===== src/rtl/pipeline_pkg.sv =====
// Shared widths, payload layout and slot-update encoding for the pipeline stage register.
package pipeline_pkg;

  localparam int DATA_W_DEF = 68;
  localparam int SIG_SIZE   = 16;
  localparam int SQ_W_DEF   = 3;

  // Payload field offsets, LSB of each field within the packed DATA_W word.
  localparam int RD_LSB   = 0;
  localparam int RT_LSB   = 2;
  localparam int IMM_LSB  = 4;
  localparam int RD2_LSB  = 20;
  localparam int RD1_LSB  = 36;
  localparam int PC_LSB   = 52;

  typedef struct packed {
    logic [15:0] pc;
    logic [15:0] read_data1;
    logic [15:0] read_data2;
    logic [15:0] imm;
    logic [1:0]  rt;
    logic [1:0]  rd;
  } payload_t;

  typedef enum logic [1:0] {
    SLOT_HOLD,
    SLOT_LOAD_IN,
    SLOT_LOAD_SKID,
    SLOT_CLEAR
  } slot_op_e;

  function automatic logic slot_loads(input slot_op_e op);
    return (op == SLOT_LOAD_IN) || (op == SLOT_LOAD_SKID);
  endfunction

endpackage


===== src/rtl/pipe_slot.sv =====
// One storage entry of the stage: payload, control bundle and valid flag with load and clear.
module pipe_slot
  import pipeline_pkg::*;
#(
  parameter int DATA_W = DATA_W_DEF,
  parameter int SIG_W  = SIG_SIZE
) (
  input  logic              clk,
  input  logic              reset,
  input  logic              load,
  input  logic              clear,
  input  logic [DATA_W-1:0] d_data,
  input  logic [SIG_W-1:0]  d_ctrl,
  output logic [DATA_W-1:0] q_data,
  output logic [SIG_W-1:0]  q_ctrl,
  output logic              q_valid
);

  // NOTE: payload is reset along with valid so a freshly reset stage reads as all-zero nops.
  // NOTE: sequential state uses <= only so every flop samples pre-edge values.
  always_ff @(posedge clk or posedge reset) begin
    if (reset) begin
      q_data  <= '0;
      q_ctrl  <= '0;
      q_valid <= 1'b0;
    end else if (clear) begin
      q_data  <= '0;
      q_ctrl  <= '0;
      q_valid <= 1'b0;
    end else if (load) begin
      q_data  <= d_data;
      q_ctrl  <= d_ctrl;
      q_valid <= 1'b1;
    end
  end

endmodule


===== src/rtl/pipeline_stage_reg.sv =====
// Two-entry (head + skid) valid/ready pipeline register with flush and a timed squash window.
module pipeline_stage_reg
  import pipeline_pkg::*;
#(
  parameter int DATA_W = DATA_W_DEF,
  parameter int SIG_W  = SIG_SIZE,
  parameter int SQ_W   = SQ_W_DEF
) (
  input  logic              clk,
  input  logic              reset,
  input  logic              in_valid,
  output logic              in_ready,
  input  logic [DATA_W-1:0] in_data,
  input  logic [SIG_W-1:0]  in_ctrl,
  output logic              out_valid,
  input  logic              out_ready,
  output logic [DATA_W-1:0] out_data,
  output logic [SIG_W-1:0]  out_ctrl,
  input  logic              flush,
  input  logic              squash_req,
  input  logic [SQ_W-1:0]   squash_len,
  output logic              squash_active
);

  logic [DATA_W-1:0] head_data, skid_data, head_d_data;
  logic [SIG_W-1:0]  head_ctrl, skid_ctrl, head_d_ctrl;
  logic              head_valid, skid_valid;
  logic [SQ_W-1:0]   sq_cnt;
  logic              squashing, accept, store, pop;
  slot_op_e          head_op, skid_op;

  assign squashing = (sq_cnt != '0);
  assign in_ready  = ~skid_valid & ~reset;
  assign accept    = in_valid & in_ready;
  // Beats accepted inside the squash window are consumed but never stored.
  assign store     = accept & ~squashing;
  assign pop       = head_valid & out_ready;

  // NOTE: both ops get a default first so no path leaves them unassigned (no latch).
  always_comb begin
    head_op = SLOT_HOLD;
    skid_op = SLOT_HOLD;
    if (flush) begin
      head_op = SLOT_CLEAR;
      skid_op = SLOT_CLEAR;
    end else if (pop) begin
      if (skid_valid) begin
        head_op = SLOT_LOAD_SKID;
        skid_op = SLOT_CLEAR;
      end else if (store) begin
        head_op = SLOT_LOAD_IN;
      end else begin
        head_op = SLOT_CLEAR;
      end
    end else if (store) begin
      if (!head_valid) head_op = SLOT_LOAD_IN;
      else             skid_op = SLOT_LOAD_IN;
    end
  end

  always_comb begin
    head_d_data = in_data;
    head_d_ctrl = in_ctrl;
    if (head_op == SLOT_LOAD_SKID) begin
      head_d_data = skid_data;
      head_d_ctrl = skid_ctrl;
    end
  end

  pipe_slot #(.DATA_W(DATA_W), .SIG_W(SIG_W)) head (
    .clk     (clk),
    .reset   (reset),
    .load    (slot_loads(head_op)),
    .clear   (head_op == SLOT_CLEAR),
    .d_data  (head_d_data),
    .d_ctrl  (head_d_ctrl),
    .q_data  (head_data),
    .q_ctrl  (head_ctrl),
    .q_valid (head_valid)
  );

  pipe_slot #(.DATA_W(DATA_W), .SIG_W(SIG_W)) skid (
    .clk     (clk),
    .reset   (reset),
    .load    (slot_loads(skid_op)),
    .clear   (skid_op == SLOT_CLEAR),
    .d_data  (in_data),
    .d_ctrl  (in_ctrl),
    .q_data  (skid_data),
    .q_ctrl  (skid_ctrl),
    .q_valid (skid_valid)
  );

  // A new request reloads rather than extends; length 0 leaves the countdown alone.
  always_ff @(posedge clk or posedge reset) begin
    if (reset)                              sq_cnt <= '0;
    else if (squash_req && squash_len != '0) sq_cnt <= squash_len;
    else if (squashing)                     sq_cnt <= sq_cnt - SQ_W'(1);
  end

  assign squash_active = squashing;
  assign out_valid     = head_valid;
  assign out_data      = head_valid ? head_data : '0;
  assign out_ctrl      = head_valid ? head_ctrl : '0;

endmodule


===== config.mk =====
export PLATFORM = sky130hd
export DESIGN_NAME = pipeline_stage_reg
export DESIGN_NICKNAME = d
export VERILOG_FILES = /design/src/rtl/pipeline_pkg.sv /design/src/rtl/pipe_slot.sv /design/src/rtl/pipeline_stage_reg.sv
export SDC_FILE = /design/constraint.sdc
export NUM_CORES = 1
export LEC_CHECK = 0
export BUFFER_PORTS_ARGS = -buffer_cell sky130_fd_sc_hd__buf_4
export CAP_MARGIN = 20
export CORE_MARGIN = 1
export CORE_UTILIZATION = 28
export CTS_CLUSTER_DIAMETER = 80
export DETAILED_ROUTE_END_ITERATION = 16
export GPL_TIMING_DRIVEN = 0
export PLACE_DENSITY = 0.45
export SYNTH_ARGS = -nofsm -noshare
export SYNTH_HDL_FRONTEND = slang
export SYNTH_SLANG_ARGS = --single-unit
export TNS_END_PERCENT = 100

===== constraint.sdc =====
create_clock -name clk -period 7.2 [get_ports clk]
set_input_delay 1.08 -clock clk [delete_from_list [all_inputs] [get_ports clk]]
set_output_delay 1.08 -clock clk [all_outputs]
set_load 0.005 [all_outputs]

Word level (Yosys, flattened, before mapping) --
Cells that the tools add are included.
Word-level totals: register bits after elaboration 173, latch bits 0, bits in writable memories 0, memory bits (read-only) 0, input bits 93, output and inout bits 87, word-level logic and storage cells 58, memories 0
Cells by class: add/sub/neg operators 1, multipliers 0, divide/modulo/power cells 0, $lt $le $gt $ge 0, equal/unequal tests 6, shift operators 0, multiplexer cells 29, bitwise logic cells 7, reduce and logical (&&, ||, !) cells 8
Operators with widths (count):
- $mux 68 | 6
- $mux 16 | 6
- $mux 2 | 7
- $eq 2x2->1 const B | 4
- $mux 1 | 8
- $mux 3 | 2
- $reduce_bool 2->1 | 3
- $reduce_bool 3->1 | 2
- $and 1x1->1 | 4
- $eq 2x1->1 const B | 2
- $not 1->1 | 3
- $sub 3x1->3 const B | 1
- $logic_or 1x1->1 | 2
- $logic_and 1x1->1 | 1

Logic depth before layout (Yosys ltp) --
Gate-level depths: netlist of run 1.
word-level depth 12, mapped depth 10, depth with buffers taken out 7

Modules after synthesis --
From an unflattened synthesis of run 1, not the netlist that was laid out.
Second synthesis, totals: cell total of the unflattened synthesis 769, area, all modules 9076.2 µm²
Modules (own cells, without submodules):
- pipe_slot | instances 2, cells an instance 275, area an instance 3474.6 µm², sequential area each 2127.0 µm²
- pipeline_stage_reg | instances 1, cells an instance 219, area an instance 2127.0 µm², sequential area each 75.1 µm²

Worst setup path after synthesis of run 1 --
Ideal clock, no wire load.
path kind input -> output, start input reset, end output in_ready, arrival time 1322 ps, required time 6120 ps, setup slack 4798 ps, stages on the path 1, buffers on the path 0, path through nor2_1
Between the ends: cells in the longest elaborated chain, start to end 2
RTL lines:
- start, declared | RTL line pipeline_stage_reg.sv:10 | input logic reset,
- $not 1->1 | RTL line pipeline_stage_reg.sv:33 | assign in_ready = ~skid_valid & ~reset;
- $and 1x1->1 | RTL line pipeline_stage_reg.sv:33
- end, declared | RTL line pipeline_stage_reg.sv:12 | output logic in_ready,
Every way passes these cells.

Final worst setup path of run 1 --
start register head.q_valid, end output out_ctrl[9]
Between the ends: cells in the longest elaborated chain, start to end 1
RTL lines:
- start, declared | RTL line pipe_slot.sv:16 | output logic q_valid
- start signal, assigned | RTL line pipe_slot.sv:25 | q_valid <= 1'b0;
- start signal, assigned | RTL line pipe_slot.sv:29 | q_valid <= 1'b0;
- start signal, assigned | RTL line pipe_slot.sv:33 | q_valid <= 1'b1;
- $mux 16 | RTL line pipeline_stage_reg.sv:104 | assign out_ctrl = head_valid ? head_ctrl : '0;
- end, declared | RTL line pipeline_stage_reg.sv:18 | output logic [SIG_W-1:0] out_ctrl,
Every way passes these cells.

==> results.md, run 1 <==
* Clock slew at reported path FFs at 70 ps
* Leading area contributor after synthesis: dfrtp_1
* WL met2 at 10.3 mm
* Clock latency on the worst-skew pair at 440 ps
* Max frequency at 288 MHz
* Tmin final at 3480 ps
* Crit path required time at 6120 ps
* Switching share of power at 25.9%
* Post-Syn Nets at 780
* Final Hold Vio Count at 0
* Period utilization at 48.3%
* DR pass1 iterations at 4
* Antenna Cells at 0
* I/O Buffers at 179
* CTS tree: yes
* Syn-to-layout area delta at 31.1%
* FP Rows at 60
* Worst-Margin Slew at 751 ps
* Portion of total power attributed to the clock network at 43.4%
* Hold slack at 506 ps
* Synth Cell Area at 7710 um^2
* WL met1 at 11.0 mm
* CTS Sinks at 173
* Final net count at 979
* Post-CTS Hold Fix Bufs at 0
* CP max FO at 10
* Worst setup SP type: register
* Final wirelength at 22.5 mm
* Hold WC Path Type: register to register
* Sequential cell area fraction in the yosys report at 56.2%
* Post-Syn Instances at 685
* Seq pwr share at 46.5%
* RSZ-0062 raised after global routing: false
* Worst Skew at 14.8 ps
* Status: finished, final reports clean
* CP arrival at 2400 ps
* Maximum vdd drop at 124 uV
* Pwr dens at 217 nW/um^2
* GRT Resource Usage Total at 16.5%
* Cell-internal power at 1.62 mW
* Crit path kind: register to output pin
* Slew HR at 49.9%
* Drc violations at 0
* HPWL after DPL at 15.0 mm
* Comb pwr share at 10.1%
* Leakage Power at 4.67 nW
* Boundary pin count at 180
* Commonest non-fill, non-tap cells in the layout: buf_4 (188), dfrtp_1 (173), a22o_1 (87)
* Final setup vio count at 0
* Via count at 5787
* CTS Buffer Depth at 2
* Die Y at 168 um
* Gr ovfl total at 0
* Iteration-0 DRC count of the detailed router at 333
* Post-DP Area at 9510 um^2
* Synth Register Bits at 173
* Core area at 27000 um^2
* Largest net degree at the start of global routing at 99
* H-tree depth at 4
* Synth top area cells: dfrtp_1 (56%), mux2i_1 (11%), a22o_1 (9.9%)
* Final Util at 37.5%
* MaxCap Viol Count at 0
* Commonest non-fill, non-tap cell in the layout: buf_4
* Via density at 4.67
* Inserted Clock Buffers at 17
* Slew Limit Fails at 0
* Met3 wire len at 945 um
* Die width at 168 um
* Sw Pwr at 567 uW
* Crit. End Element: output pin
* Vias in the first global route at 6037
* Number of buffers added for setup after CTS at 0
* Routability cong. at 0.717
* Initial antenna violation count at 0
* Starting Density at 28.6%
* Share of the synthesized area in the top cell type at 56.2%
* Post-Syn Area per Cell at 11.2 um^2
* DR top layer: met4
* Post-CTS Resized at 0
* Drt wl/cell at 18.2 um
* Final ANT Viol Nets at 0
* Die Area at 28200 um^2
* Layout cells sized above 1 at 28.3%
* First-pass GRT wire length at 35.6 mm
* Clock root cell: clkbuf_16
* Fin area at 10100 um^2
* Yosys cell types at 30
* Synthesis warning total at 0
flip-flops by register name (all words and copies together), names as in the netlist:
name,cells
sq_cnt,3
skid.q_valid,1
skid.q_ctrl,16
head.q_ctrl,16
head.q_valid,1
head.q_data,68
skid.q_data,68
worst paths after layout:
path                                  from  depth (start not counted)              end  slack [ps]
min                        skid.q_data[15]                          1  skid.q_data[15]         510
max in group asynchronous            reset                          3  head.q_data[32]        5590
max reg2reg                      sq_cnt[0]                          9  head.q_data[15]        4730
min reg2reg                skid.q_data[15]                          1  skid.q_data[15]         510
max                           head.q_valid                          5      out_ctrl[9]        3720
min in group asynchronous            reset                          2     skid.q_valid         700
cells in the mapped netlist, drive strengths merged:
| library cell | n |
|---|---|
| nor2 | 3 |
| xnor2 | 1 |
| a41oi | 1 |
| ha | 2 |
| and2 | 84 |
| nand3 | 1 |
| buf | 31 |
| o21ai | 89 |
| nor2b | 2 |
| nor4 | 1 |
| inv | 6 |
| a31oi | 2 |
| o21bai | 1 |
| or3b | 1 |
| a221oi | 1 |
| a21oi | 2 |
| nand4 | 1 |
| mux2i | 84 |
| a22o | 87 |
| clkbuf | 25 |
| nand2 | 85 |
| mux2 | 1 |
| nor3b | 1 |
| dfrtp | 173 |
critical path, stage by stage (launching register included):
cell and delay, ps:
dfrtp_1 370, buf_2 310, clkbuf_1 420, clkbuf_1 500
and2_1 250, buf_4 120
power by group through the flow:
stage	clock (mW)	sequential, mW	combinational [mW]
after floorplan	0	1.03	0.121
after global placement	0	1.04	0.227
after detailed placement	0	1.04	0.228
after CTS	0.982	1.02	0.230
after global routing	1.02	1.02	0.250
final	0.950	1.02	0.222
cell families after synthesis:
kind of cell | count (synthesis) | share of synthesized area [%]
compound gates | 183 | 16.4
xor+xnor | 1 | 0.114
fa+ha+maj | 2 | 0.325
buf+inv | 62 | 4.06
flops | 173 | 56.2
mux | 85 | 11.1
simple gates | 179 | 11.9
per-layer routing:
layer	track usage (%)	vias up
met4	4.39	0
li1	-	2806
met5	0	-
met1	23.5	2839
met3	3.41	16
met2	25.3	126
final cells by class:
| cell class | instances | area, um^2 |
|---|---|---|
| inverters | 6 | 30.0 |
| clock buffers | 20 | 447 |
| repair buffers | 180 | 1370 |
| flip-flops and latches | 173 | 4330 |
| clock inverters | 12 | 148 |
| plain buffers | 56 | 290 |
| well taps | 341 | 427 |
| fillers | 2732 | 16800 |
| multi-input cells | 450 | 3060 |
stage by stage:
stage	instances	setup slack (ps)	power [mW]	setup TNS [ps]
global placement	1205	-1220	1.26	-209200
global route	1238	3540	2.29	0
detailed placement	1206	4090	1.26	0
CTS	1238	3620	2.23	0
floorplan	685	1430	1.15	0
finish	1238	3720	2.19	0
(Power assumes the default switching activity.)
==> run 2: changes to the inputs <==
--- a/config.mk
+++ b/config.mk
@@ -5,6 +5,7 @@
 export SDC_FILE = /design/constraint.sdc
 export NUM_CORES = 1
 export LEC_CHECK = 0
+export ABC_AREA = 1
 export BUFFER_PORTS_ARGS = -buffer_cell sky130_fd_sc_hd__buf_4
 export CAP_MARGIN = 20
 export CORE_MARGIN = 1
@@ -12,7 +13,7 @@
 export CTS_CLUSTER_DIAMETER = 80
 export DETAILED_ROUTE_END_ITERATION = 16
 export GPL_TIMING_DRIVEN = 0
-export PLACE_DENSITY = 0.45
+export PLACE_DENSITY = 0.44
 export SYNTH_ARGS = -nofsm -noshare
 export SYNTH_HDL_FRONTEND = slang
 export SYNTH_SLANG_ARGS = --single-unit
==> constraint.sdc (replaced) <==
create_clock -name clk -period 3.4 [get_ports clk]
set_input_delay 0.51 -clock clk [delete_from_list [all_inputs] [get_ports clk]]
set_output_delay 0.51 -clock clk [all_outputs]
set_load 0.005 [all_outputs]
==> run 2 against run 1 <==
- wire length rose by 52%
- clock power rose by 120%
- sequential power rose by 140%
- critical endpoint is now out_data[66]
- worst setup slack got worse by 3300 ps
- cell count rose by 77%
==> results.md, run 2 <==
* Asr flop ratio synth at 100% (unchanged)
* Gr ovfl total at 0 (unchanged)
* Largest family of logic cells by synthesized area: simple AND/OR/NAND/NOR gates (was compound AO/OA/AOI/OAI gates)
* Synth Area in Compound Gates at 0.400% (was 16.4%)
* CTS tree: yes (unchanged)
* Final Total Pwr at 6.33 mW (was 2.19 mW)
* RSZ-0062 raised after global routing: false (unchanged)
* Routability cong. at 0.781 (was 0.717)
* Synth Cell Area at 10300 um^2 (was 7710 um^2)
* Layout cells sized above 1 at 17.4% (was 28.3%)
* Crit. End Element: output pin (unchanged)
* HPWL after DPL at 25.1 mm (was 15.0 mm)
* Vias in the first global route at 9925 (was 6037)
* CP max FO at 10 (unchanged)
* Post-DP Area at 12400 um^2 (was 9510 um^2)
* Crit path required time at 2890 ps (was 6120 ps)
* Synth Area in XOR/XNOR at 0.170% (was 0.114%)
* Ys flop type: dfrtp_1 (unchanged)
* Final setup vio count at 0 (unchanged)
* CTS Sinks at 173 (unchanged)
* Fin area at 13000 um^2 (was 10100 um^2)
* Post-Syn Instances at 1516 (was 685)
* Max frequency at 341 MHz
* Maximum vdd drop at 363 uV (was 124 uV)
* Inserted Clock Buffers at 17 (unchanged)
* Post-CTS Hold Fix Bufs at 0 (unchanged)
* DR pass1 iterations at 5 (was 4)
* Sequential cell area fraction in the yosys report at 42.0% (was 56.2%)
* Starting Density at 28.7% (was 28.6%)
* Clock latency on the worst-skew pair at 450 ps (was 440 ps)
* CP delay by family, top: buffers and inverters (unchanged)
* Post-Syn Nets at 1611 (was 780)
* Post-Syn Area per Cell at 6.81 um^2 (was 11.2 um^2)
* Fillers at 3997 (was 2732)
* Period utilization at 86.2%
* Most common cell in the netlist: nand3_1 (was dfrtp_1)
* Slew HR at 42.8% (was 49.9%)
* Clock root cell: clkbuf_16 (unchanged)
* Commonest non-fill, non-tap cells in the layout: nand3_1 (422), nand2_1 (344), inv_1 (343) (was buf_4 (188), dfrtp_1 (173), a22o_1 (87))
* Drc violations at 0 (unchanged)
* Die Y at 194 um (was 168 um)
* Worst Skew at 10.3 ps (was 14.8 ps)
* Post-Synth Adder-Cell Area at 0.243% (was 0.325%)
* Multi-input logic area at 4090 um^2 (was 3060 um^2)
* Post-synthesis simple-gate area fraction at 38.8% (was 11.9%)
* Sequential Area at 4330 um^2 (unchanged)
* Hold WC Path Type: primary input to asynchronous set/reset pin (was register to register)
* Slew Limit Fails at 0 (unchanged)
* Iteration-0 DRC count of the detailed router at 617 (was 333)
* CP max stage cell: clkbuf_1 (unchanged)
* FP Rows at 69 (was 60)
* Syn-to-layout area delta at 25.6% (was 31.1%)
* I/O Buffers at 179 (unchanged)
* Synthesis warning total at 0 (unchanged)
* Worst path max stage delay at 560 ps (was 500 ps)
* Mux cell area share after synthesis at 0% (was 11.1%)
* First-pass GRT wire length at 55.3 mm (was 35.6 mm)
* Via density at 4.65 (was 4.67)
* Leakage Power at 7.67 nW (was 4.67 nW)
* Buf/Inv on CP at 5 (was 4)
* Via count at 10200 (was 5787)
* Leading area contributor after synthesis: dfrtp_1 (unchanged)
* CP dominant cell by count: clkbuf_1 (unchanged)
* Post-synth EDFFs at 0 (unchanged)
* Critical-path cell list: clkbuf_1 -> buf_8 -> clkbuf_1 -> nand2_1 -> inv_1 -> buf_4 (was buf_2 -> clkbuf_1 -> clkbuf_1 -> and2_1 -> buf_4)
* Final net count at 1815 (was 979)
* Tmin final at 2930 ps
* Biggest regs: head.q_data: 68 flops, skid.q_data: 68 flops (unchanged)
* Top post-synthesis cells by count: nand3_1 (422), inv_1 (344), nand2_1 (344), dfrtp_1 (173), nand4_1 (85) (was dfrtp_1 (173), a22o_1 (87), nand2_1 (85), and2_1 (84), mux2i_1 (84))
* Final wirelength at 34.3 mm (was 22.5 mm)
* Initial antenna violation count at 1 (was 0)
* Status: finished, final reports clean (unchanged)
* Final Hold Vio Count at 0 (unchanged)
* Synth top area cells: dfrtp_1 (42%), nand3_1 (20%), inv_1 (13%) (was dfrtp_1 (56%), mux2i_1 (11%), a22o_1 (9.9%))
* CP arrival at 2420 ps (was 2400 ps)
* Final Util at 36.1% (was 37.5%)
* Pwr dens at 489 nW/um^2 (was 217 nW/um^2)
* H-tree depth at 4 (unchanged)
* Yosys cell types at 25 (was 30)
* GRT Resource Usage Total at 18.6% (was 16.5%)
* CTS Buffer Depth at 2 (unchanged)
* Drt wl/cell at 15.6 um (was 18.2 um)
* Clock slew at reported path FFs at 70 ps (about the same)
* Die Area at 37600 um^2 (was 28200 um^2)
* Core area at 35900 um^2 (was 27000 um^2)
* Commonest non-fill, non-tap cell in the layout: nand3_1 (was buf_4)
* Number of buffers added for setup after CTS at 0 (unchanged)
* Worst-Margin Slew at 859 ps (was 751 ps)
* Synth Register Bits at 173 (unchanged)
* Share of the synthesized area in the top cell type at 42.0% (was 56.2%)
* Final ANT Viol Nets at 0 (unchanged)
* Post-CTS Resized at 0 (unchanged)
* Die width at 194 um (was 168 um)
* MaxCap Viol Count at 0 (unchanged)
* Largest net degree at the start of global routing at 35 (was 99)
* Boundary pin count at 180 (unchanged)
* Worst setup SP type: register (unchanged)
* Crit path kind: register to output pin (unchanged)
run 2: worst paths after layout:
check	start	end	slack, ps	depth (start not counted)
max	head.q_valid	out_data[66]	470	6
min	reset	head.q_ctrl[2]	150	2
max reg2reg	sq_cnt[0]	head.q_data[43]	1110	11
min reg2reg	skid.q_data[4]	skid.q_data[4]	510	2
max in group asynchronous	reset	skid.q_data[46]	2180	5
min in group clk	squash_len[2]	sq_cnt[2]	280	3
run 2: cell families (layout without fill, tap and decap cells):
group           after synthesis  after routing
compound gates                7              7
flops                       173            173
other cells                   0              1
simple gates                858            858
fa+ha+maj                     2              2
buf+inv                     474            691
xor+xnor                      2              2
run 2: final cells by class:
cell class | instances | area share, %
Sequential cell | 173 | 33.4
Multi-Input combinational cell | 869 | 31.5
Timing Repair Buffer | 185 | 11.3
Inverter | 348 | 10.1
Buffer | 126 | 4.61
Tap cell | 461 | 4.45
Clock buffer | 23 | 3.77
Clock inverter | 9 | 0.850
Antenna cell | 1 | 0.0193
run 2: worst register-to-register path, delay by kind of cell (launching register included):
family / cells / cell delay [ps]
DFF: 1 / 360
buffers and inverters: 5 / 1240
adders and majority gates: 1 / 190
and+or+nand+nor: 5 / 460
run 2: routing by layer:
metal / GRT usage, % / up-vias / wire length, um / part of all wire [%]
met3: 2.68 / 27 / 1270 / 3.7
met1: 26.1 / 4810 / 16800 / 49
li1: - / 5135 / - / -
met5: 0 / - / 0 / 0
met2: 29.6 / 225 / 15500 / 45
met4: 5.94 / 0 / 669 / 2.0
run 2: power breakdown:
| part | leakage (nW) | internal [mW] | switching (mW) |
|---|---|---|---|
| Clock | 0.285 | 1.16 | 0.892 |
| Sequential | 2.27 | 2.30 | 0.134 |
| Combinational | 5.12 | 0.729 | 1.12 |
run 2: metrics by stage:
| stage | hold slack, ps | setup WS (ps) | instances | setup TNS (ps) |
|---|---|---|---|---|
| after global routing | 179 | 280 | 2194 | 0 |
| after floorplan | 476 | 679 | 1516 | 0 |
| after CTS | 148 | 387 | 2194 | 0 |
| after detailed placement | 494 | 890 | 2162 | 0 |
| final | 151 | 470 | 2195 | 0 |
| after global placement | 491 | -882 | 2156 | -150640 |
